===== src/rtl/tracklet_mul_pipe_acc.sv =====
// Pipelined signed multiplier with rounding right shift, saturate/wrap reduction
// and an optional running accumulator in the final stage; valid/ready flow control.
module tracklet_mul_pipe_acc #(
    parameter int unsigned A_WIDTH   = 18,
    parameter int unsigned B_WIDTH   = 17,
    parameter int unsigned P_WIDTH   = 32,
    parameter int unsigned NUM_STAGE = 3,
    parameter int unsigned RSHIFT    = 0,
    parameter int unsigned SATURATE  = 1
) (
    input  logic                      ap_clk,
    input  logic                      ap_rst_n,
    input  logic signed [A_WIDTH-1:0] din0,
    input  logic signed [B_WIDTH-1:0] din1,
    input  logic                      in_valid,
    output logic                      in_ready,
    input  logic                      acc_en,
    input  logic                      acc_clr,
    output logic signed [P_WIDTH-1:0] dout,
    output logic                      out_valid,
    input  logic                      out_ready,
    output logic                      ovf
);
    localparam int unsigned PW  = A_WIDTH + B_WIDTH;
    localparam int unsigned XW  = PW + 1;
    localparam int unsigned WW  = ((XW > P_WIDTH) ? XW : P_WIDTH) + 1;
    localparam int unsigned D   = (NUM_STAGE > 1) ? NUM_STAGE - 1 : 1;
    localparam int unsigned RS1 = (RSHIFT > 0) ? RSHIFT - 1 : 0;
    localparam logic signed [XW-1:0] RND  = (RSHIFT > 0) ? (XW'(1) << RS1) : '0;
    localparam logic signed [WW-1:0] MAXV = (WW'(1) << (P_WIDTH - 1)) - WW'(1);
    localparam logic signed [WW-1:0] MINV = ~MAXV;

    logic                      advance;
    logic signed [PW-1:0]      prod_in;
    logic signed [PW-1:0]      f_prod;
    logic                      f_vld;
    logic                      f_en;
    logic                      f_clr;
    logic signed [P_WIDTH-1:0] acc;
    logic signed [XW-1:0]      x_full;
    logic [P_WIDTH:0]          x_r;
    logic signed [P_WIDTH-1:0] x_val;
    logic signed [P_WIDTH-1:0] base;
    logic signed [WW-1:0]      sum;
    logic [P_WIDTH:0]          s_r;
    logic signed [P_WIDTH-1:0] acc_nxt;

    // Whole pipeline stalls together whenever the output register is full and blocked.
    assign in_ready = out_ready | ~out_valid;
    assign advance  = in_ready;
    assign prod_in  = PW'(din0) * PW'(din1);

    // Returns {overflow, reduced value}; clamps or wraps according to SATURATE.
    function automatic logic [P_WIDTH:0] reduce(input logic signed [WW-1:0] v);
        logic [P_WIDTH:0] r;
        r = {1'b0, v[P_WIDTH-1:0]};
        if (v > MAXV) begin
            r[P_WIDTH] = 1'b1;
            if (SATURATE != 0) r[P_WIDTH-1:0] = MAXV[P_WIDTH-1:0];
        end else if (v < MINV) begin
            r[P_WIDTH] = 1'b1;
            if (SATURATE != 0) r[P_WIDTH-1:0] = MINV[P_WIDTH-1:0];
        end
        return r;
    endfunction

    if (NUM_STAGE > 1) begin : g_pipe
        logic signed [PW-1:0] prod_q [D];
        logic [D-1:0]         vld_q;
        logic [D-1:0]         en_q;
        logic [D-1:0]         clr_q;

        // Product is registered in the first stage; later stages are pure delay.
        always_ff @(posedge ap_clk or negedge ap_rst_n) begin
            if (!ap_rst_n) begin
                vld_q <= '0;
                en_q  <= '0;
                clr_q <= '0;
                for (int i = 0; i < int'(D); i++) prod_q[i] <= '0;
            end else if (advance) begin
                prod_q[0] <= prod_in;
                vld_q[0]  <= in_valid;
                en_q[0]   <= acc_en;
                clr_q[0]  <= acc_clr;
                for (int i = 1; i < int'(D); i++) begin
                    prod_q[i] <= prod_q[i-1];
                    vld_q[i]  <= vld_q[i-1];
                    en_q[i]   <= en_q[i-1];
                    clr_q[i]  <= clr_q[i-1];
                end
            end
        end

        assign f_prod = prod_q[D-1];
        assign f_vld  = vld_q[D-1];
        assign f_en   = en_q[D-1];
        assign f_clr  = clr_q[D-1];
    end else begin : g_direct
        assign f_prod = prod_in;
        assign f_vld  = in_valid;
        assign f_en   = acc_en;
        assign f_clr  = acc_clr;
    end

    // Final stage: round/shift, reduce, then optional accumulate with the same reduction.
    always_comb begin
        x_full  = (XW'(f_prod) + RND) >>> RSHIFT;
        x_r     = reduce(WW'(x_full));
        x_val   = x_r[P_WIDTH-1:0];
        base    = f_clr ? '0 : acc;
        sum     = WW'(base) + WW'(x_val);
        s_r     = reduce(sum);
        acc_nxt = s_r[P_WIDTH-1:0];
    end

    always_ff @(posedge ap_clk or negedge ap_rst_n) begin
        if (!ap_rst_n) begin
            out_valid <= 1'b0;
            dout      <= '0;
            acc       <= '0;
            ovf       <= 1'b0;
        end else if (advance) begin
            out_valid <= f_vld;
            if (f_vld) begin
                if (f_en) begin
                    acc  <= acc_nxt;
                    dout <= acc_nxt;
                end else begin
                    dout <= x_val;
                end
                ovf <= ovf | x_r[P_WIDTH] | (f_en & s_r[P_WIDTH]);
            end
        end
    end
endmodule


===== config.mk =====
export PLATFORM = sky130hd
export DESIGN_NAME = tracklet_mul_pipe_acc
export DESIGN_NICKNAME = d
export VERILOG_FILES = /design/src/rtl/tracklet_mul_pipe_acc.sv
export SDC_FILE = /design/constraint.sdc
export NUM_CORES = 1
export LEC_CHECK = 0
export BUFFER_PORTS_ARGS = -buffer_cell sky130_fd_sc_hd__buf_2
export CAP_MARGIN = 20
export CORE_ASPECT_RATIO = 1.5
export CORE_MARGIN = 2
export CORE_UTILIZATION = 50
export DETAILED_ROUTE_END_ITERATION = 6
export PLACE_DENSITY = 0.65
export SLEW_MARGIN = 10
export SYNTH_ARGS = -nofsm -noshare
export SYNTH_HDL_FRONTEND = slang
export SYNTH_SLANG_ARGS = --single-unit
export TNS_END_PERCENT = 50

===== constraint.sdc =====
create_clock -name ap_clk -period 10.2 [get_ports ap_clk]
set_input_delay 2.04 -clock ap_clk [delete_from_list [all_inputs] [get_ports ap_clk]]
set_output_delay 2.04 -clock ap_clk [all_outputs]
set_load 0.01 [all_outputs]

# Word level (Yosys, flattened, before mapping)
# Index checks and enable logic that the tools add are counted.
# W data, S select, Z words.
# classes
n_addsub	1
multipliers	1
div	0
n_lt_le_gt_ge	4
eq_ne	0
n_shift	0
muxes	6
bitwise	5
n_reduce_logical	2
# op_table
op	count
$mux W33	4
$mux W32	2
$gt A35 B32 Y1 const B	1
$lt A35 B32 Y1 const B	1
$mul A18 B17 Y35	1
$add A32 B32 Y33	1
$gt A33 B32 Y1 const B	1
$lt A33 B32 Y1 const B	1
$or A1 B1 Y1	3
$reduce_and A3 Y1	1
$reduce_and A2 Y1	1
$and A1 B1 Y1	1
$not A1 Y1	1
# word_totals
regBits	142
latchBits	0
mem_bits_rw	0
rom_bits	0
in_bits	41
word_cells	28
n_memories	0

# Longest topological paths before layout
# Gate-level depths: netlist (run 1).
# depth
ltp_word	9
depth_mapped	25
ltp_nobuf	22

# Worst setup path after synthesis (run 1)
# No wires, ideal clock.
# synth_path
path_type	input to register
startpoint	in din1[5]
endpoint	reg g_pipe.prod_q[63] (netlist name)
setup_time_ps	134
arrival_ps	7739
t_required_ps	10066
slack_ps	2327
path_stages	21
cell_sequence	clkbuf_1 -> clkbuf_1 -> nand2_1 -> fa_1 -> inv_1 -> fa_1 -> fa_1 -> fa_1 -> inv_1 -> fa_1 -> inv_1 -> fa_1 -> ha_1 -> a2111oi_0 -> nand3_1 -> a211oi_1 -> o211ai_1 -> a31o_2 -> a21oi_1 -> xor2_1 -> o21ai_0
# synth_via
elab_chain_len	1
# synth_rtl
element	line_no	rtl
start: declaration	14	input logic signed [B_WIDTH-1:0] din1,
$mul A18 B17 Y35	51	assign prod_in = PW'(din0) * PW'(din1);
end signal: indexed assignment	86	prod_q[i] <= prod_q[i-1];
end: declaration	68	logic signed [PW-1:0] prod_q [D];
# Every way passes these cells.
# A chain may end at the register's enable or synchronous reset.

# Worst setup path after layout (run 1)
# layout_path
startpoint	in din0[11]
endpoint	reg g_pipe.prod_q[69] (netlist name)
# layout_via
elab_chain_len	1
# layout_rtl
element	line_no	rtl
start: declaration	13	input logic signed [A_WIDTH-1:0] din0,
$mul A18 B17 Y35	51	
# Every way passes these cells.

==> results.ini, run 1 <==
[final_layout]
postLayoutCellArea_um2 = 20600
antenna-diode-count = 0
final_layout_size_suffix_gt1_share_pct = 6.98
syn2layout_area_growth_pct = 6.86
layout.cells.non_filler = 2657
fin_nets = 2621
utilization_pct = 53.9

[status]
status = finished clean

[global_routing]
grt.overflow.total = 0
use_met3_pct = 2.72
grt_util_met2_pct = 43.4
use_met1_pct = 29.8
grt_use_total_pct = 24.2
antenna_found_initial = 0
busiest_layer = met2
grt_pass1_vias = 15496
grt_max_degree = 85
grt_first_pass_wirelength_um = 77300

[synthesis]
synth-edff-count = 0
yosys.area.top_type = fa_1
yosys.area.top_type_share_pct = 32.3
async_reset_ff_share_pct = 100
synth_seq_area_share_pct = 18.4
synth_flop_cell = dfrtp_1
synthTopCellsByCount = nand2_1, inv_1, fa_1
synth_seq_cells = 142
syn_area_per_cell_um2 = 8.99
syn_inst = 2148
synth.most_common_cell = nand2_1
synth_cell_types = 69
synth_warnings = 0
syn_nets = 2620
synth.cell_area_um2 = 19300
netlist_top_cells_area = fa_1, dfrtp_1, ha_1

[worst_setup_path]
crit_type = input pin to register
cp_num_buf_inv = 4
crit_path_cell_trace = buf_2, nand2_1, fa_1, inv_1, fa_1, fa_1, fa_1, inv_1, fa_1, inv_1, fa_1, ha_1, a2111oi_0, nand3_1, a211oi_1, o211a_1, nor2_1, a211oi_1, xnor2_1, a21oi_1
crit_slowest_cell = a211oi_1
worstPathMaxFanout = 17
cp-start-kind = input pin
worstSetupEndpointType = register
cp_common_cell = fa_1
critPathRequiredTime_ns = 10.48
cp_slowest_stage_delay_ns = 0.62
worstPathArrival_ns = 8.31
cp_top_family = adder cells

[detailed_routing]
postRouteAntennaNets = 0
firstDrtPassIters = 5
drt-vias-per-instance = 5.40
detail_route.iter0.violations = 590
drc_errors = 0
wl_um = 46100
vias = 14340
wire_per_inst_um = 17.3

[timing]
setup_viol = 0
fin_setup_tns_ns = 0
hold_viol_final = 0
grt_setup_unrepaired = no
drv_slew = 0
fmax_mhz = 125
post-route-period-util_pct = 78.7
max-slew-margin-rel_pct = 27.1
clock-skew-final_ns = 0.00960
period_minus_slack_ns = 8.03
worst_pin_slew_ns = 1.09

[clock_tree]
cts_root_buf = clkbuf_16
clock_latency_ns = 0.44
cts_buffers = 17
hold_buffers = 0
ctsResizeCount = 0
ctsLongestPathBuffers = 2
cts_tree = yes
path_clk_slew_ns = 0.06
htreeDepth = 4
postCtsSetupRepairBufs = 0
cts_sinks = 142

[job]
maxCapViolCount = 0

[placed_design]
gp_congestion = 0.895
hpwl_um = 36900
dp.cells = 2625
io_buffer_count = 75
placed_area_um2 = 20000

[die]
die_w_um = 164
dieArea_um2 = 40200
ios = 76
num_rows = 88
die_h_um = 245
start_util_pct = 50.4
core_area_um2 = 38300

[hold_path]
hold_path.class = register to register

==> state kept, by name, summed over array words and instances, names as in the netlist <==
signal	flops
g_pipe.clr_q	2
g_pipe.en_q	2
acc	32
f_prod	35
g_pipe.vld_q	2
ovf	1
g_pipe.prod_q	35
dout	32
out_valid	1
==> placed cells by master (no fill, tap or decap), drive strengths merged, types with 3 or more instances in the layout <==
cell	synthesis	layout
nand2	376	376
nand2b	37	37
nand4	7	7
nor2b	37	37
dfrtp	142	142
or2	4	4
a211oi	12	12
a21o	23	23
nor3b	4	4
o21bai	8	8
a31oi	6	6
inv	319	326
and3	5	5
nor2	72	72
and2	138	138
mux2	3	3
clkbuf	89	19
buf	15	86
nor3	13	13
or3b	4	4
a22oi	15	15
ha	119	119
o31ai	7	7
o21ai	81	81
a21boi	16	16
xor2	24	24
o211ai	29	29
bufinv	0	3
fa	312	312
nand3	16	16
xnor2	34	34
o21a	56	56
a21oi	92	92
and4	3	3
==> cell families after synthesis <==
family	synth area share (%)
and+or+nand+nor	17.7
adders and majority gates	40.0
buffers and inverters	8.36
AOI/OAI and AO/OA	12.6
DFF	18.4
xor gates and xnor gates	2.63
muxes	0.279
==> metrics by stage <==
| stage | setup slack (ns) | hold WS (ns) |
|---|---|---|
| global placement | 1.87 | 0.452 |
| CTS | 2.13 | 0.472 |
| floorplan | 2.33 | 0.433 |
| detailed placement | 1.69 | 0.456 |
| finish | 2.17 | 0.467 |
| global route | 1.81 | 0.487 |
==> worst min-delay path: stages, from the launching register on <==
cell and delay (ns):
dfrtp_1 0.34, nand2_1 0.05, nand2_1 0.04
==> routing by layer <==
metal	part of all wire [%]	vias up
met5	0	-
met4	3.4	0
met3	4.4	92
met2	51	370
met1	41	7136
li1	-	6742
==> path summary, 6_finish.rpt <==
check,startpoint,depth (start not counted),slack (ns),end
worst max-delay path,din0[11],20,2.17,g_pipe.prod_q[69]
max in group asynchronous,ap_rst_n,2,7.22,f_prod[2]
worst max register to register,f_prod[33],15,5.16,dout[5]
worst min-delay path,f_prod[16],2,0.47,f_prod[16]
worst min register to register,f_prod[16],2,0.47,f_prod[16]
min in group asynchronous,ap_rst_n,1,1.62,dout[9]
==> layout make-up <==
type	count	area [um2]
Timing Repair Buffer	86	484
Fill cell	3616	17700
Multi-Input combinational cell	1583	14200
Tap cell	495	619
Clock inverter	13	175
Inverter	319	1200
Clock buffer	19	453
Sequential cell	142	3550
Power of run 1 is left out: the tool's default activity adds up to more than one toggle a clock period on the data nets, which glitch-free logic cannot reach.
==> run 2, diff against run 1 <==
--- a/config.mk
+++ b/config.mk
@@ -5,6 +5,7 @@
 export SDC_FILE = /design/constraint.sdc
 export NUM_CORES = 1
 export LEC_CHECK = 0
+export ABC_AREA = 1
 export BUFFER_PORTS_ARGS = -buffer_cell sky130_fd_sc_hd__buf_2
 export CAP_MARGIN = 20
 export CORE_ASPECT_RATIO = 1.5
==> constraint.sdc (replaced) <==
create_clock -name ap_clk -period 7.8 [get_ports ap_clk]
set_input_delay 1.56 -clock ap_clk [delete_from_list [all_inputs] [get_ports ap_clk]]
set_output_delay 1.56 -clock ap_clk [all_outputs]
set_load 0.01 [all_outputs]
==> results.ini, run 2 <==
[detailed_routing]
firstDrtPassIters = 5
wire_per_inst_um = 17.5
vias = 16670
drt-vias-per-instance = 5.20
drc_errors = 0
detail_route.iter0.violations = 959
wl_um = 55900
postRouteAntennaNets = 0

[synthesis]
synth_seq_area_share_pct = 17.4
syn_inst = 2694
yosys.area.top_type_share_pct = 30.6
yosys.area.top_type = fa_1
synth_seq_cells = 142
synth_warnings = 0
synthTopCellsByCount = nand2_1, inv_1, fa_1
synth-edff-count = 0
syn_nets = 3166
syn_area_per_cell_um2 = 7.57
async_reset_ff_share_pct = 100
synth_cell_types = 41
synth.most_common_cell = nand2_1
synth.cell_area_um2 = 20400
netlist_top_cells_area = fa_1, dfrtp_1, nand2_1
synth_flop_cell = dfrtp_1

[clock_tree]
ctsLongestPathBuffers = 2
cts_root_buf = clkbuf_16
clock_latency_ns = 0.44
cts_tree = yes
cts_sinks = 142
ctsResizeCount = 0
hold_buffers = 0
postCtsSetupRepairBufs = 0
cts_buffers = 17
path_clk_slew_ns = 0.06
htreeDepth = 4

[worst_setup_path]
crit_path_cell_trace = buf_2, inv_1, or2_2, fa_1, fa_1, inv_1, fa_1, fa_1, fa_1, fa_1, ha_1, a21oi_1, o21ai_0, nor2_1, nand3_1, or2_2, nand3_1, o21ai_0
worstSetupEndpointType = register
crit_type = input pin to register
cp_top_family = adder cells
crit_slowest_cell = fa_1
ff2ff_setup_slack_ns = 3.02
rr_endpoint = acc[3]
r2r_start = f_prod[34]
worstPathMaxFanout = 19
worstPathArrival_ns = 7.48
endpoint = g_pipe.prod_q[58]
critPathRequiredTime_ns = 8.09
rr_worst_depth = 21
cp-start-kind = input pin
cp_num_buf_inv = 3
cp_slowest_stage_delay_ns = 0.53
crit_start = din1[16]
cp_common_cell = fa_1
cp.depth = 18

[final_layout]
layout_common_cells = nand2_1, inv_1, fa_1
mostFrequentLayoutCell = nand2_1
final_layout_size_suffix_gt1_share_pct = 6.60
fin_nets = 3156
fillers = 3899
layout.cells.non_filler = 3203
syn2layout_area_growth_pct = 6.03
antenna-diode-count = 0

[global_routing]
antenna_found_initial = 0
busiest_layer = met2
grt_pass1_vias = 17746
grt_first_pass_wirelength_um = 91500
grt_util_met2_pct = 51.2
use_met1_pct = 31.3
grt_max_degree = 88
grt.overflow.total = 0
use_met3_pct = 2.51
grt_use_total_pct = 27.7

[placed_design]
io_buffer_count = 75
dp.cells = 3171
hpwl_um = 45700
gp_congestion = 0.944

[timing]
post-route-period-util_pct = 92.2
fmax_mhz = 139
period_minus_slack_ns = 7.20
worst_pin_slew_ns = 0.965
fin_setup_tns_ns = 0
max-slew-margin-rel_pct = 35.5
grt_setup_unrepaired = no
clock-skew-final_ns = 0.0117
drv_slew = 0
hold_slack_ns = 0.471
setup_viol = 0
hold_viol_final = 0

[die]
num_rows = 90
core_area_um2 = 40200
start_util_pct = 50.8
die_h_um = 251
dieArea_um2 = 42500
ios = 76
die_w_um = 169

[hold_path]
hold_path.class = register to register

[job]
maxCapViolCount = 0

[status]
status = finished clean

-- run 2: cell count changes in the layout (fill, tap and decap cells not counted), sizes merged, moves of 19 or more --
cell    change
nand3     +147
inv       +327
nand2     +373
and2      -135
xnor2      -21
o211ai     -26
a21o       -21
o21a       -54
nand2b     -36
nor2       +50
nor2b      -37
or2        +19
-- run 2: worst register-to-register path, stage by stage, from the launching register on --
cell and delay [ns]:
dfrtp_1 0.46, o21ai_1 0.11, buf_4 0.23, clkinv_1 0.47, a21oi_1 0.43, ha_1 0.24
inv_1 0.06, fa_1 0.42, inv_1 0.08, nand3_1 0.06, nand2_1 0.13, nand2_1 0.07
nand2_1 0.21, nand2_1 0.10, nand2_2 0.15, nand2_1 0.11, nand2_1 0.10, nand2_1 0.07
nand2_2 0.10, nand2_2 0.55, nand2_1 0.36, o211ai_1 0.12
-- run 2: routing by layer --
layer / routed length [um] / share of wire (%)
met4: 3240 / 5.8
met2: 29300 / 52
met5: 0 / 0
met1: 21400 / 38
met3: 2020 / 3.6
-- run 2: logic make-up (layout without fill, tap and decap cells) --
family / Yosys count / count (layout) / share of synthesized area [%]
AO/OA/AOI/OAI: 224 / 224 / 6.19
buffers and inverters: 760 / 763 / 14.3
AND/OR/NAND/NOR: 1104 / 1104 / 22.7
flip-flops: 142 / 142 / 17.4
adder cells (fa/ha/maj): 431 / 431 / 37.9
XOR/XNOR: 33 / 33 / 1.42
-- run 2: layout make-up --
| cell class | count | area [um2] | share of cell area, % |
|---|---|---|---|
| clock buffers | 17 | 425 | 1.97 |
| clock inverters | 15 | 190 | 0.879 |
| inverters | 645 | 2420 | 11.2 |
| multi-input cells | 1792 | 13900 | 64.5 |
| flip-flops and latches | 142 | 3550 | 16.4 |
| well taps | 506 | 633 | 2.93 |
| repair buffers | 86 | 464 | 2.15 |
-- run 2: stage by stage --
stage | instance area (um2) | setup WS (ns) | utilization [%]
4_1_cts | 21600 | 0.620 | 53.8
2_1_floorplan | 20400 | 0.913 | -
5_1_grt | 21600 | 0.317 | 53.8
6_report | 21600 | 0.605 | 53.8
3_5_place_dp | 21000 | 0.147 | 52.3
3_3_place_gp | 21000 | 0.168 | 52.3
-- run 2: worst min path at each step --
stage | end | depth (start not counted) | start | slack, ns
after floorplan | out_valid | 2 | g_pipe.vld_q[1] | 0.43
after global placement | f_prod[34] | 2 | g_pipe.prod_q[69] | 0.45
after detailed placement | f_prod[34] | 2 | g_pipe.prod_q[69] | 0.46
after CTS | f_prod[34] | 2 | g_pipe.prod_q[69] | 0.47
after global routing | f_prod[15] | 2 | g_pipe.prod_q[50] | 0.49
final | f_prod[34] | 2 | g_pipe.prod_q[69] | 0.47
Power of run 2 is left out for the same reason.
